===== config.mk =====
export PLATFORM = sky130hd
export DESIGN_NAME = lsu_mem_ctrl
export DESIGN_NICKNAME = d
export VERILOG_FILES = /design/src/rtl/kgp_mem_pkg.sv /design/src/rtl/lsu_lat_cnt.sv /design/src/rtl/lsu_mem_ctrl.sv
export SDC_FILE = /design/constraint.sdc
export NUM_CORES = 1
export LEC_CHECK = 0
export ABC_AREA = 1
export BUFFER_PORTS_ARGS = -buffer_cell sky130_fd_sc_hd__buf_2
export CAP_MARGIN = 5
export CORE_MARGIN = 4
export CORE_UTILIZATION = 44
export CTS_CLUSTER_SIZE = 30
export DETAILED_ROUTE_END_ITERATION = 8
export PLACE_DENSITY = 0.87
export SYNTH_ARGS = -nofsm -noshare
export SYNTH_HDL_FRONTEND = slang
export SYNTH_SLANG_ARGS = --single-unit

===== constraint.sdc =====
create_clock -name clka -period 1.8 [get_ports clka]
set_clock_uncertainty 0.05 [all_clocks]
set_input_delay 0.18 -clock clka [delete_from_list [all_inputs] [get_ports clka]]
set_output_delay 0.18 -clock clka [all_outputs]
set_load 0.03 [all_outputs]

===== src/rtl/kgp_mem_pkg.sv =====
// Shared types and constants for the LSU data-memory controller.
package kgp_mem_pkg;

  typedef enum logic [1:0] {
    IDLE    = 2'd0,
    RD_WAIT = 2'd1,
    WR      = 2'd2,
    RESP    = 2'd3
  } state_t;

  localparam int DEFAULT_MEM_AW = 10;

  // Word index is req_addr[MEM_AW+WORD_LSB-1 : WORD_LSB]; bits below are the byte offset.
  localparam int WORD_LSB = 2;

  // Wide enough for the largest legal read latency (3).
  localparam int CNT_W = 2;

endpackage


===== src/rtl/lsu_lat_cnt.sv =====
// Loadable down-counter that times the read-wait window of the LSU controller.
module lsu_lat_cnt #(
  parameter int W = 2
) (
  input  logic         clk,
  input  logic         rst_n,
  input  logic         load,
  input  logic [W-1:0] load_val,
  input  logic         dec,
  output logic         zero
);

  logic [W-1:0] count;

  always_ff @(posedge clk) begin
    if (!rst_n) begin
      count <= '0;
    end else if (load) begin
      count <= load_val;
    end else if (dec && (count != '0)) begin
      count <= count - 1'b1;
    end
  end

  assign zero = (count == '0);

endmodule


===== src/rtl/lsu_mem_ctrl.sv =====
// Single-outstanding load/store controller between a core request port and DataMem port A.
// Optional macro LSU_ALIGN_CHECK_EN: misaligned byte addresses are answered with an error.
module lsu_mem_ctrl
  import kgp_mem_pkg::*;
#(
  parameter int RD_LAT = 1,
  parameter int MEM_AW = DEFAULT_MEM_AW
) (
  input  logic              clka,
  input  logic              rsta,
  input  logic              req_valid,
  input  logic              req_we,
  input  logic [31:0]       req_addr,
  input  logic [31:0]       req_wdata,
  output logic              req_ready,
  output logic              resp_valid,
  output logic              resp_err,
  output logic [31:0]       resp_rdata,
  input  logic              resp_ready,
  output logic              mem_we,
  output logic [MEM_AW-1:0] mem_addr,
  output logic [31:0]       mem_din,
  input  logic [31:0]       mem_dout,
  output state_t            state
);

  // Handshakes: a request transfers on a rising edge where req_valid && req_ready;
  // a response transfers on a rising edge where resp_valid && resp_ready. Both
  // valids never depend combinationally on the opposite side's ready.

  state_t      state_nxt;
  logic        accept;
  logic        out_of_range;
  logic        addr_err;
  logic        cnt_zero;
  logic [31:0] addr_hi;

  assign addr_hi      = req_addr >> (MEM_AW + WORD_LSB);
  assign out_of_range = (addr_hi != 32'd0);

`ifdef LSU_ALIGN_CHECK_EN
  assign addr_err = out_of_range | (req_addr[WORD_LSB-1:0] != '0);
`else
  assign addr_err = out_of_range;
`endif

  assign accept = req_valid && req_ready;

  lsu_lat_cnt #(.W(CNT_W)) u_lat_cnt (
    .clk      (clka),
    .rst_n    (rsta),
    .load     (accept && !addr_err && !req_we),
    .load_val (CNT_W'(RD_LAT)),
    .dec      (state == RD_WAIT),
    .zero     (cnt_zero)
  );

  always_ff @(posedge clka) begin
    if (!rsta) begin
      state <= IDLE;
    end else begin
      state <= state_nxt;
    end
  end

  always_comb begin
    state_nxt = state;
    case (state)
      IDLE: begin
        if (req_valid) begin
          if (addr_err)    state_nxt = RESP;
          else if (req_we) state_nxt = WR;
          else             state_nxt = RD_WAIT;
        end
      end
      RD_WAIT: if (cnt_zero) state_nxt = RESP;
      WR:      state_nxt = RESP;
      RESP:    if (resp_ready) state_nxt = IDLE;
      default: state_nxt = IDLE;
    endcase
  end

  // mem_we is gated by rsta so a store caught by reset never commits its write.
  always_comb begin
    req_ready  = (state == IDLE) && rsta;
    resp_valid = (state == RESP);
    mem_we     = (state == WR) && rsta;
  end

  always_ff @(posedge clka) begin
    if (!rsta) begin
      mem_addr   <= '0;
      mem_din    <= '0;
      resp_err   <= 1'b0;
      resp_rdata <= '0;
    end else begin
      if (accept) begin
        resp_err   <= addr_err;
        resp_rdata <= '0;
        if (!addr_err) begin
          mem_addr <= req_addr[MEM_AW+WORD_LSB-1:WORD_LSB];
          mem_din  <= req_wdata;
        end
      end
      if ((state == RD_WAIT) && cnt_zero) begin
        resp_rdata <= mem_dout;
      end
    end
  end

endmodule


Word-level counts from Yosys, hierarchy flattened
Index checks and enable logic that the tools add are counted.
{"block": "totals", "output_inout_bits": 80, "input_bits": 101, "register_bits": 79}
{"block": "classes", "add_sub_neg": 1, "n_reduce_logical": 18, "bitwise_logic": 2, "muxes": 10, "n_eq_ne": 6}
{"cell": "32-bit 2-to-1 mux", "count": 2}
{"cell": "32-bit nonzero test", "count": 1}
{"cell": "2-bit 2-to-1 mux", "count": 5}
{"cell": "2-bit one-hot mux with 4 select lines", "count": 1}
{"cell": "1-bit logical AND", "count": 7}
{"cell": "2-bit nonzero test", "count": 3}
{"cell": "2-bit equality test (second input constant)", "count": 2}
{"cell": "2-bit logical NOT", "count": 2}
{"cell": "2-bit != test (second input constant)", "count": 2}
{"cell": "3-bit AND reduction", "count": 1}
{"cell": "2-bit by 1-bit equality test with 1-bit output (second input constant)", "count": 1}
{"cell": "1-bit logical NOT", "count": 2}
{"cell": "1-bit 2-to-1 mux", "count": 2}
{"cell": "2-bit by 1-bit != test with 1-bit output (second input constant)", "count": 1}
{"cell": "1-bit NOT", "count": 2}
{"cell": "2-bit AND reduction", "count": 1}
{"cell": "2-bit OR reduction", "count": 1}
{"cell": "2-bit by 1-bit subtractor with 2-bit output (second input constant)", "count": 1}

Depth between registers and ports, before layout
Gate-level depths: netlist (run 1).
{"block": "logic_depth", "depth_word": 6, "depth_mapped": 12, "depth_no_buf": 10}

Cells and area by module
A second synthesis (run 1) with hierarchy kept.
{"block": "unflattened", "cells_unflattened": 494, "hier_area_um2": 3368.2}
{"mod": "lsu_mem_ctrl", "n_inst": 1, "cells_each": 470, "area_per_inst_um2": 3231.8}
{"mod": "lsu_lat_cnt", "n_inst": 1, "cells_each": 24, "area_per_inst_um2": 136.4}

Least setup slack after synthesis (run 1)
OpenSTA, ideal clock, no wires.
{"block": "synth_path", "path_type": "register to register", "from": "register state[0]", "to": "register mem_addr[5]", "arrival_ns": 1.847, "stages_incl_launch_ff": 12, "required_time_ns": 1.686, "slack_ns": -0.160, "path_cell_list": "dfxtp_1 inv_1 ha_1 nand2_1 inv_2 nand2_2 inv_2 nand4_1 buf_2 buf_2 nor2_1 nor2_1"}
{"block": "synth_via", "elab_chain_cells": 4}
{"element": "start: declaration", "line": "lsu_mem_ctrl.sv:24", "rtl": "output state_t state"}
{"element": "start signal: assignment", "line": "lsu_mem_ctrl.sv:62", "rtl": "state <= state_nxt;"}
{"element": "2-bit logical NOT", "line": "lsu_mem_ctrl.sv:85", "rtl": "req_ready = (state == IDLE) && rsta;"}
{"element": "1-bit logical AND", "line": "lsu_mem_ctrl.sv:85"}
{"element": "named net req_ready", "line": "lsu_mem_ctrl.sv:15", "rtl": "output logic req_ready,"}
{"element": "1-bit logical AND", "line": "lsu_mem_ctrl.sv:47", "rtl": "assign accept = req_valid && req_ready;"}
{"element": "2-bit AND reduction (no source line)"}
{"element": "end signal: assignment", "line": "lsu_mem_ctrl.sv:101", "rtl": "mem_addr <= req_addr[MEM_AW+WORD_LSB-1:WORD_LSB];"}
{"element": "end: declaration", "line": "lsu_mem_ctrl.sv:21", "rtl": "output logic [MEM_AW-1:0] mem_addr,"}
The timed path passes the listed nets, and every way through them passes these cells.
A chain may end at the register's enable or synchronous reset.

Final worst setup path (run 1)
{"block": "layout_path", "from": "register state[0]", "to": "register mem_addr[0]"}
{"block": "layout_via", "elab_chain_cells": 4}
{"element": "2-bit logical NOT", "line": "lsu_mem_ctrl.sv:85"}
{"element": "1-bit logical AND", "line": "lsu_mem_ctrl.sv:85"}
{"element": "1-bit logical AND", "line": "lsu_mem_ctrl.sv:47"}
{"element": "2-bit AND reduction (no source line)"}
No other way between the ends.

==> results of run 1 <==
==> timing repair <==
action / 4_1_cts / 5_1_grt
hold endpoints to repair: 5 / 0
endpoints found under the setup margin: 0 / 43
gates resized for setup: 0 / 6
buffers inserted: 0 / 1
hold buffers: 5 / 0
==> Yosys cell counts (all sizes together) <==
library cell	count	area share [%]
buf	11	1.8
a31oi	1	0.19
dfxtp	79	48
nor3	1	0.15
clkbuf	20	2.3
and2	1	0.19
a21boi	1	0.23
nand2	97	11
o211ai	1	0.23
nand3	65	9.8
nand4	3	0.57
o21ai	2	0.30
ha	6	2.3
a21oi	35	5.3
xor2	1	0.26
inv	56	6.3
o21a	1	0.23
nor2	100	11
==> power groups by stage <==
stage,Sequential [uW],Combinational [uW],Clock [uW]
3_5_place_dp,2070,1520,0
4_1_cts,2040,1540,1300
3_3_place_gp,2060,1480,0
2_1_floorplan,2410,672,0
5_1_grt,2060,1680,1390
6_report,2040,1530,1260
==> cell type report <==
| type | instances | area [um2] |
|---|---|---|
| fill | 652 | 2720 |
| sequential | 79 | 1590 |
| multi-input combinational | 315 | 1400 |
| timing repair buffer | 194 | 1070 |
| inverter | 56 | 210 |
| clock buffer | 11 | 131 |
| tap | 99 | 124 |
| clock inverter | 5 | 57.6 |
==> metrics by stage <==
step | setup TNS (ns) | hold slack [ns] | util, %
5_1_grt | -0.00145 | 0.00781 | 62.7
6_report | 0 | 0.0203 | 62.7
2_1_floorplan | 0 | 0.265 | -
4_1_cts | 0 | 0.000548 | 62.1
3_5_place_dp | 0 | 0.357 | 58.9
3_3_place_gp | 0 | 0.351 | 58.9
==> how the worst max path moves through the flow <==
| stage | from | endpoint | slack, ns |
|---|---|---|---|
| 2_1_floorplan | state[1]$_SDFFE_PN0P_ | mem_addr[5]$_SDFFE_PN0P_ | 0.009 |
| 3_3_place_gp | state[0]$_SDFFE_PN0P_ | mem_din[11]$_SDFFE_PN0P_ | 0.11 |
| 3_5_place_dp | state[0]$_SDFFE_PN0P_ | mem_addr[0]$_SDFFE_PN0P_ | 0.05 |
| 4_1_cts | state[0]$_SDFFE_PN0P_ | mem_din[6]$_SDFFE_PN0P_ | 0.03 |
| 5_1_grt | state[0]$_SDFFE_PN0P_ | mem_din[11]$_SDFFE_PN0P_ | -0.001 |
| 6_report | state[0]$_SDFFE_PN0P_ | mem_addr[0]$_SDFFE_PN0P_ | 0.10 |
==> critical path, cell delays in order (launching register included) <==
cell and delay, ns:
dfxtp_4 0.37, inv_2 0.08, ha_2 0.18, nand2_1 0.06, inv_2 0.06, nand2_2 0.05, inv_2 0.06, nand4_1 0.11
buf_6 0.17, clkbuf_16 0.18, nor2_1 0.14, nor2_1 0.07
==> cells by family (layout without fill, tap and decap cells) <==
logic type	after synthesis	in the layout	share of synthesized area, %
simple gates	267	267	33.0
buf+inv	87	266	10.4
flops	79	79	47.6
compound gates	41	41	6.44
fa+ha+maj	6	6	2.26
xor+xnor	1	1	0.264
==> registers in the layout (all words and copies together), names as in the netlist <==
register         cells
u_lat_cnt.count      2
resp_rdata          32
resp_err             1
state                2
mem_addr            10
mem_din             32
==> per-layer routing <==
layer	global-route usage (%)	part of all wire [%]
met3	6.93	10
met5	0	0
met4	7.45	1.3
met2	31.8	47
met1	23.8	42
==> impl_metrics.env, run 1 <==
export IMPL_grt_overflow=0
export IMPL_ctsLongestPathBuffers=2
export IMPL_post_place_cells=735
export IMPL_placed_cell_area_um2=4290
export IMPL_final_cell_mix="178 x buf_2, 100 x nor2_1, 96 x nand2_1"
export IMPL_grt_use_total_pct=19.6
export IMPL_power_frac_comb_pct=31.8
export IMPL_rrSetupSlack_ns=0.10
export IMPL_route_detailed_drc=0
export IMPL_fin_cells=759
export IMPL_status="finished clean"
export IMPL_crit_fanout=22
export IMPL_synth_seq_cells=79
export IMPL_fp_row_count=31
export IMPL_fin_crit_sh_pct=94.4
export IMPL_syn_nets=588
export IMPL_ir_worst_vdd_mv=0.748
export IMPL_finalCriticalPeriod_ns=1.70
export IMPL_grt_start_max_net_pins=86
export IMPL_critPathCaptureType="flip-flop"
export IMPL_start_util_pct=45.5
export IMPL_reg2regPathDepth=11
export IMPL_finalPower_uw=4830
export IMPL_hold_start="req_addr[11]"
export IMPL_arrival_ns=1.87
export IMPL_grt_pass1_vias=3235
export IMPL_die_w_um=94.9
export IMPL_finalSetupViolations=0
export IMPL_firstDrtPassIters=4
export IMPL_cts_max_level=3
export IMPL_clock_latency_ns=0.33
export IMPL_yosysUniqueCellTypes=22
export IMPL_switchingPower_uw=1740
export IMPL_syn2layout_area_growth_pct=37.8
export IMPL_fin_ws_ns=0.101
export IMPL_slew_limit_headroom_pct=66.8
export IMPL_power_density_nw_per_um2=1060
export IMPL_drive_gt1_share_pct=32.0
export IMPL_dieHeight_um=94.9
export IMPL_syn_area_um2=3320
export IMPL_antenna_found_initial=0
export IMPL_cts_inserted_buffers=9
export IMPL_cts_sinks=79
export IMPL_critPathRequiredTime_ns=1.98
export IMPL_avgSynthCellArea_um2=6.90
export IMPL_cp_start_kind="flip-flop"
export IMPL_gp_congestion=0.752
export IMPL_drv_cap=0
export IMPL_wl_per_cell_um=12.4
export IMPL_worstHoldPathType="in2reg"
export IMPL_worstMarginPinSlew_ns=0.498
export IMPL_antenna_cells=0
export IMPL_vias_per_cell=4.77
export IMPL_r2r_end="mem_addr[0]$_SDFFE_PN0P_"
export IMPL_clockPowerShare_pct=26.0
export IMPL_coreArea_um2=7290
export IMPL_path_clk_slew_ns=0.08
export IMPL_postRouteAntennaNets=0
export IMPL_vias=3621
export IMPL_layout_commonest_cell="buf_2"
export IMPL_wl_mm=9.43
export IMPL_seq_power_share_pct=42.2
export IMPL_hpwlAfterDp_mm=6.57
export IMPL_intPower_uw=3090
export IMPL_ios=181
export IMPL_p_leak_uw=0.00253
export IMPL_swShare_pct=36.1
export IMPL_grt_pass1_wl_mm=14.2
export IMPL_whs_path_depth=3
export IMPL_path_class="reg2reg"
export IMPL_syn_inst=481
export IMPL_dieArea_um2=9000
export IMPL_pre_cts_ws_ns=0.0518
export IMPL_cts_tree="built"
export IMPL_design_area_um2=4580
export IMPL_r2r_start="state[0]$_SDFFE_PN0P_"
export IMPL_drt_iter0_markers=62
export IMPL_io_buffers=178
export IMPL_max_freq_ghz=0.589
export IMPL_ctsRootBufferMaster="clkbuf_8"
export IMPL_nNetsFinal=762
export IMPL_hold_path_end="mem_addr[9]$_SDFFE_PN0P_"
export IMPL_ys_seq_area_share_pct=47.6
export IMPL_hold_viol=0
export IMPL_drv_slew=0
export IMPL_yosysWarnings=0
Power figures use the tool's default switching activity.
==> run 2, diff against run 1 <==
--- a/config.mk
+++ b/config.mk
@@ -9,10 +9,10 @@
 export BUFFER_PORTS_ARGS = -buffer_cell sky130_fd_sc_hd__buf_2
 export CAP_MARGIN = 5
 export CORE_MARGIN = 4
-export CORE_UTILIZATION = 44
+export CORE_UTILIZATION = 40
 export CTS_CLUSTER_SIZE = 30
 export DETAILED_ROUTE_END_ITERATION = 8
-export PLACE_DENSITY = 0.87
+export PLACE_DENSITY = 0.84
 export SYNTH_ARGS = -nofsm -noshare
 export SYNTH_HDL_FRONTEND = slang
 export SYNTH_SLANG_ARGS = --single-unit
==> constraint.sdc (replaced) <==
create_clock -name clka -period 1.5 [get_ports clka]
set_clock_uncertainty 0.05 [all_clocks]
set_input_delay 0.15 -clock clka [delete_from_list [all_inputs] [get_ports clka]]
set_output_delay 0.15 -clock clka [all_outputs]
set_load 0.03 [all_outputs]
==> run 2 against run 1 <==
  * The run now ends with negative setup slack left
  * Sequential share of layout area is 6.7 points lower
  * Power is 36% higher
  * Setup slack worse by 0.37 ns
  * Utilization up 9.4 points
  * Design area grew 24%
  * Wire length up 47%
  * Via count rose by 17%
  * Sequential power up 19%
  * Flip-flop and latch count unchanged
  * Global-route usage increased by 1.9 points
  * Critical endpoint is now mem_din[28]$_SDFFE_PN0P_
==> impl_metrics.env, run 2 (synthesis results as in run 1) <==
export IMPL_crit_start="state[0]$_SDFFE_PN0P_"
export IMPL_dieArea_um2=9820
export IMPL_wl_per_cell_um=17.0
export IMPL_worstHoldPathType="in2reg"
export IMPL_final_cell_mix="176 x buf_2, 77 x dfxtp_1, 76 x nor2_1"
export IMPL_drt_iter0_markers=150
export IMPL_p_leak_uw=0.00291
export IMPL_rrSetupSlack_ns=-0.27
export IMPL_layout_commonest_cell="buf_2"
export IMPL_slew_limit_headroom_pct=62.8
export IMPL_start_util_pct=42.1
export IMPL_ctsLongestPathBuffers=2
export IMPL_grtUsageMet3_pct=6.24
export IMPL_grt_pass1_vias=3727
export IMPL_design_area_um2=5690
export IMPL_finalCriticalPeriod_ns=1.77
export IMPL_wl_mm=13.9
export IMPL_placed_cell_area_um2=4380
export IMPL_worst_hold_slack_ns=0.0256
export IMPL_vias=4221
export IMPL_drv_cap=0
export IMPL_antenna_cells=0
export IMPL_cp_endpoint="mem_din[28]$_SDFFE_PN0P_"
export IMPL_gp_congestion=0.812
export IMPL_final_util_pct=72.1
export IMPL_cts_inserted_buffers=9
export IMPL_hpwlAfterDp_mm=6.45
export IMPL_grt_overflow=0
export IMPL_worstMarginPinSlew_ns=0.557
export IMPL_grt_pass1_wl_mm=17.3
export IMPL_finalSetupViolations=44
export IMPL_nNetsFinal=820
export IMPL_route_detailed_drc=0
export IMPL_final_fill_count=562
export IMPL_critPathSlowestCell="dfxtp_4"
export IMPL_power_frac_comb_pct=35.9
export IMPL_syn2layout_area_growth_pct=71.3
export IMPL_max_freq_ghz=0.565
export IMPL_ir_worst_vdd_mv=0.747
export IMPL_grtUsageMet2_pct=36.4
export IMPL_crit_top_cell="inv_4"
export IMPL_critPathRequiredTime_ns=1.68
export IMPL_cts_max_level=3
export IMPL_grt_start_max_net_pins=49
export IMPL_clock_latency_ns=0.34
export IMPL_r2r_start="state[0]$_SDFFE_PN0P_"
export IMPL_swShare_pct=35.2
export IMPL_antenna_found_initial=0
export IMPL_firstDrtPassIters=5
export IMPL_cts_tree="built"
export IMPL_cpPeakStageDelay_ns=0.36
export IMPL_grt_met1_usage_pct=25.5
export IMPL_crit_fanout=5
export IMPL_path_class="reg2reg"
export IMPL_path_cells="inv_4 > ha_4 > nand2_4 > inv_4 > nand2_4 > inv_4 > nand4_1 > buf_6 > clkbuf_16 > clkbuf_16 > nor2_1 > nor2_2"
export IMPL_drv_slew=0
export IMPL_fin_ws_ns=-0.270
export IMPL_clockPowerShare_pct=26.9
export IMPL_postRouteAntennaNets=0
export IMPL_path_clk_slew_ns=0.08
export IMPL_hold_viol=0
export IMPL_ios=181
export IMPL_die_w_um=99.1
export IMPL_dieHeight_um=99.1
export IMPL_cp_start_kind="flip-flop"
export IMPL_reg2regPathDepth=12
export IMPL_multi_input_area_um2=1660
export IMPL_status="finished, violations left"
export IMPL_switchingPower_uw=2310
export IMPL_critPathCaptureType="flip-flop"
export IMPL_reg_largest_list="mem_din (32), resp_rdata (32), mem_addr (10)"
export IMPL_intPower_uw=4240
export IMPL_violations="negative setup slack"
export IMPL_r2r_end="mem_din[28]$_SDFFE_PN0P_"
export IMPL_arrival_ns=1.95
export IMPL_ctsRootBufferMaster="clkbuf_8"
export IMPL_critPathTopFamily="buffers and inverters"
export IMPL_cts_sinks=79
export IMPL_fp_row_count=32
export IMPL_drive_gt1_share_pct=43.0
export IMPL_grt_use_total_pct=21.5
export IMPL_grt_setup_unrepaired="true"
export IMPL_crit_buf_inv=6
export IMPL_seqCellArea_um2=1590
export IMPL_coreArea_um2=7890
export IMPL_fin_crit_sh_pct=118
export IMPL_power_density_nw_per_um2=1150
export IMPL_grt_busiest_layer="met2"
export IMPL_seq_power_share_pct=37.2
export IMPL_vias_per_cell=5.15
export IMPL_crit_cells=12
export IMPL_io_buffers=178
==> run 2: changes by cell type in the layout (fill, tap and decap cells not counted), sizes merged <==
| cell | before | now |
|---|---|---|
| clkbuf | 12 | 20 |
| buf | 188 | 201 |
| inv | 57 | 58 |
| clkinv | 2 | 0 |
| bufinv | 1 | 2 |
| dlygate4sd3 | 5 | 41 |
==> run 2: tightest hold or removal path: stages <==
cell and delay [ns]:
buf_2 0.09, nand3_1 0.07, a21oi_1 0.06
==> run 2: metal layers <==
| layer | share of wire (%) | wire, um |
|---|---|---|
| met1 | 36 | 5010 |
| met2 | 50 | 6920 |
| met3 | 10 | 1400 |
| met4 | 4.1 | 570 |
| met5 | 0 | 0 |
==> run 2: power groups by stage <==
stage	Sequential, uW	Combinational, uW	Clock [uW]
floorplan	2910	873	0
global placement	2470	1970	0
detailed placement	2480	2020	0
CTS	2430	2150	1790
global route	2460	2540	1880
finish	2430	2350	1760
==> run 2: cell type report <==
cell class	instances	share of cell area, %
repair buffers	252	32.9
multi-input cells	315	29.2
flip-flops and latches	79	27.9
inverters	56	3.87
clock buffers	10	2.42
well taps	102	2.24
clock inverters	5	1.41
==> run 2: how the worst min path moves through the flow <==
stage	startpoint	to	slack (ns)	cells after the start
6_report	mem_dout[24]	resp_rdata[24]$_SDFFE_PN0P_	0.03	3
5_1_grt	mem_dout[22]	resp_rdata[22]$_SDFFE_PN0P_	0.01	3
3_3_place_gp	req_wdata[25]	mem_din[25]$_SDFFE_PN0P_	0.32	3
3_5_place_dp	req_wdata[13]	mem_din[13]$_SDFFE_PN0P_	0.33	3
4_1_cts	mem_dout[22]	resp_rdata[22]$_SDFFE_PN0P_	0.006	3
2_1_floorplan	req_addr[9]	mem_addr[7]$_SDFFE_PN0P_	0.23	2
==> run 2: timing repair <==
action,CTS,global route
endpoints found under the setup margin,47,79
pin swaps,1,22
hold buffers,41,0
cloned,2,14
buffers inserted,1,3
gates resized for setup,15,88
endpoints found under the hold margin,41,0
==> run 2: stage by stage <==
step                cells  TNS [ns]  total power, uW  setup slack (ns)
floorplan             481     -4.72             3780            -0.124
CTS                   802     -1.96             6370           -0.0555
global route          819    -11.10             6880            -0.318
detailed placement    743     -3.32             4500            -0.105
finish                819     -7.62             6550            -0.270
global placement      743     -2.22             4440           -0.0825
==> run 3, diff against run 2 <==
--- a/config.mk
+++ b/config.mk
@@ -12,7 +12,9 @@
 export CORE_UTILIZATION = 40
 export CTS_CLUSTER_SIZE = 30
 export DETAILED_ROUTE_END_ITERATION = 8
+export GPL_ROUTABILITY_DRIVEN = 0
 export PLACE_DENSITY = 0.84
 export SYNTH_ARGS = -nofsm -noshare
 export SYNTH_HDL_FRONTEND = slang
+export SYNTH_HIERARCHICAL = 1
 export SYNTH_SLANG_ARGS = --single-unit
==> run 3 against run 2 <==
  * The flow still finishes with violations (negative setup slack)
  * Wire length shrank 14%
  * Clock power down 3%
  * Sequential power is essentially flat
  * Clock-buffer cell count did not move
  * Worst hold slack got worse by 0.0055 ns
  * Combinational power is 7% lower
  * Die area rose by 1.3%
  * Final cell count up 3.3%
  * Synthesized cell count grew 2.7%
==> impl_metrics.env, run 3 <==
export IMPL_synth_area_top_cells="dfxtp_1 47%, nand2_1 11%, nor2_1 11%"
export IMPL_wl_per_cell_um=14.2
export IMPL_p_leak_uw=0.00298
export IMPL_dieArea_um2=9950
export IMPL_route_detailed_drc=0
export IMPL_arrival_ns=1.82
export IMPL_synth_seq_cells=79
export IMPL_antenna_found_initial=0
export IMPL_synth_main_ff_cell="dfxtp_1"
export IMPL_path_clk_slew_ns=0.08
export IMPL_grt_use_total_pct=21.5
export IMPL_cts_sinks=79
export IMPL_die_w_um=99.8
export IMPL_final_cell_mix="177 x buf_2, 97 x nor2_1, 85 x nand2_1"
export IMPL_layout_commonest_cell="buf_2"
export IMPL_fin_ws_ns=-0.102
export IMPL_clock_latency_ns=0.34
export IMPL_syn_nets=601
export IMPL_syn_area_um2=3370
export IMPL_finalPower_uw=6320
export IMPL_cpPeakStageDelay_ns=0.35
export IMPL_grt_start_max_net_pins=45
export IMPL_grt_pass1_wl_mm=17.5
export IMPL_syn_inst=494
export IMPL_critPathRequiredTime_ns=1.72
export IMPL_fp_row_count=33
export IMPL_finalCriticalPeriod_ns=1.60
export IMPL_critPathSlowestCell="dfxtp_4"
export IMPL_synth_most_common_cell="nand2_1"
export IMPL_multi_input_area_um2=1540
export IMPL_synth_edff_count=0
export IMPL_cp_start_kind="flip-flop"
export IMPL_async_flop_share_pct=0
export IMPL_reg_largest_list="mem_din (32), resp_rdata (32), mem_addr (10)"
export IMPL_worst_hold_slack_ns=0.0200
export IMPL_hold_start="mem_dout[11]"
export IMPL_drv_slew=0
export IMPL_avgSynthCellArea_um2=6.82
export IMPL_grt_setup_unrepaired="true"
export IMPL_vias_per_cell=4.89
export IMPL_ctsLongestPathBuffers=2
export IMPL_crit_start="state[1]$_SDFFE_PN0P_"
export IMPL_yosysUniqueCellTypes=23
export IMPL_grt_overflow=0
export IMPL_path_class="reg2reg"
export IMPL_ctsRootBufferMaster="clkbuf_8"
export IMPL_drive_gt1_share_pct=34.5
export IMPL_worstHoldPathType="in2reg"
export IMPL_ios=181
export IMPL_nNetsFinal=844
export IMPL_hpwlAfterDp_mm=6.74
export IMPL_firstDrtPassIters=5
export IMPL_dieHeight_um=99.8
export IMPL_drt_iter0_markers=174
export IMPL_critPathCaptureType="flip-flop"
export IMPL_cts_tree="built"
export IMPL_ir_worst_vdd_mv=0.884
export IMPL_grt_pass1_vias=3956
export IMPL_seqCellArea_um2=1590
export IMPL_crit_buf_inv=5
export IMPL_finalSetupViolations=37
export IMPL_power_density_nw_per_um2=1140
export IMPL_io_buffers=178
export IMPL_drv_cap=0
export IMPL_path_cells="inv_4 > ha_4 > nand2_4 > inv_4 > nand2_4 > inv_2 > nand4_4 > buf_12 > clkbuf_16 > nand2_1 > nand2_1 > nor2_1"
export IMPL_rrSetupSlack_ns=-0.10
export IMPL_final_util_pct=67.7
export IMPL_postRouteAntennaNets=0
export IMPL_synth_top_cells_by_count="103 x nand2_1, 102 x nor2_1, 79 x dfxtp_1, 65 x nand3_1, 56 x inv_1"
export IMPL_start_util_pct=41.0
export IMPL_wl_mm=12.0
export IMPL_ys_seq_area_share_pct=47.0
export IMPL_netlist_area_leader_share_pct=47.0
export IMPL_vias=4134
export IMPL_yosysWarnings=6
export IMPL_crit_fanout=11
export IMPL_violations="negative setup slack"
export IMPL_fin_crit_sh_pct=107
export IMPL_syn2layout_area_growth_pct=65.2
export IMPL_hold_viol=0
export IMPL_yosys_area_top_type="dfxtp_1"
export IMPL_coreArea_um2=8220
export IMPL_critPathTopFamily="buffers and inverters"
export IMPL_antenna_cells=0
export IMPL_cts_max_level=3
export IMPL_final_fill_count=586
export IMPL_status="finished, violations left"
export IMPL_max_freq_ghz=0.624
export IMPL_r2r_start="state[1]$_SDFFE_PN0P_"
export IMPL_cts_inserted_buffers=9
## run 3: cell count changes after synthesis, moves of 2 or more
cell and change:
buf_2 -4, nand2_1 +7, conb_1 +2, clkbuf_1 +2, inv_1 +2, nor2_1 +2, nor2_2 +2
## run 3: per-layer routing
layer  routed length, um  part of all wire, %  global-route usage [%]
met5                   0                    0                       0
met4                 296                  2.5                    8.61
met3                1310                   11                    5.40
met2                5790                   48                    37.9
met1                4570                   38                    24.8
## run 3: worst reg2reg max path: stages (launching register included)
cell	delay (ns)
dfxtp_4	0.35
inv_4	0.06
ha_4	0.14
nand2_4	0.05
inv_4	0.05
nand2_4	0.06
inv_2	0.06
nand4_4	0.10
buf_12	0.18
clkbuf_16	0.18
nand2_1	0.09
nand2_1	0.07
nor2_1	0.10
## run 3: kinds of logic after synthesis
| logic type | share of synthesized area [%] |
|---|---|
| AND/OR/NAND/NOR | 34.1 |
| buffers and inverters | 10.5 |
| flip-flops | 47.0 |
| AO/OA/AOI/OAI | 5.94 |
| adder cells (fa/ha/maj) | 2.23 |
| other | 0.223 |
## run 3: power breakdown
part	internal [uW]	switching (uW)
Sequential	2330	120
Combinational	851	1330
Clock	933	765
Total	4110	2210
## run 3: final cells by class
cell class	instances	area share, %
multi-input combinational	325	27.7
timing repair buffer	263	33.5
clock buffer	10	2.29
clock inverter	5	1.46
tap	105	2.36
sequential	79	28.6
inverter	59	4.12
## run 3: worst paths after layout
kind / endpoint / cells after the start
worst max-delay path: mem_din[18]$_SDFFE_PN0P_ / 12
worst min-delay path: resp_rdata[11]$_SDFFE_PN0P_ / 3
worst max register to register: mem_din[18]$_SDFFE_PN0P_ / 12
worst min register to register: resp_err$_SDFFE_PN0P_ / 2
## run 3: stage by stage
step           setup TNS [ns]  instance area [um2]  instances  setup WS [ns]
2_1_floorplan           -2.85                 3470        494        -0.0737
3_5_place_dp           -0.140                 4470        761        -0.0987
3_3_place_gp                0                 4470        761        0.00998
4_1_cts                     0                 5290        836        0.00446
6_report                -1.05                 5560        846         -0.102
5_1_grt                 -4.53                 5560        846         -0.162
## run 3: repair_timing
action                                  4_1_cts  5_1_grt
hold buffers                                 60        0
endpoints found under the hold margin        60        0
endpoints found under the setup margin        3       78
gates resized for setup                       4       28
buffers inserted                              0        3
pin swaps                                     0        6
gates cloned                                  0        7
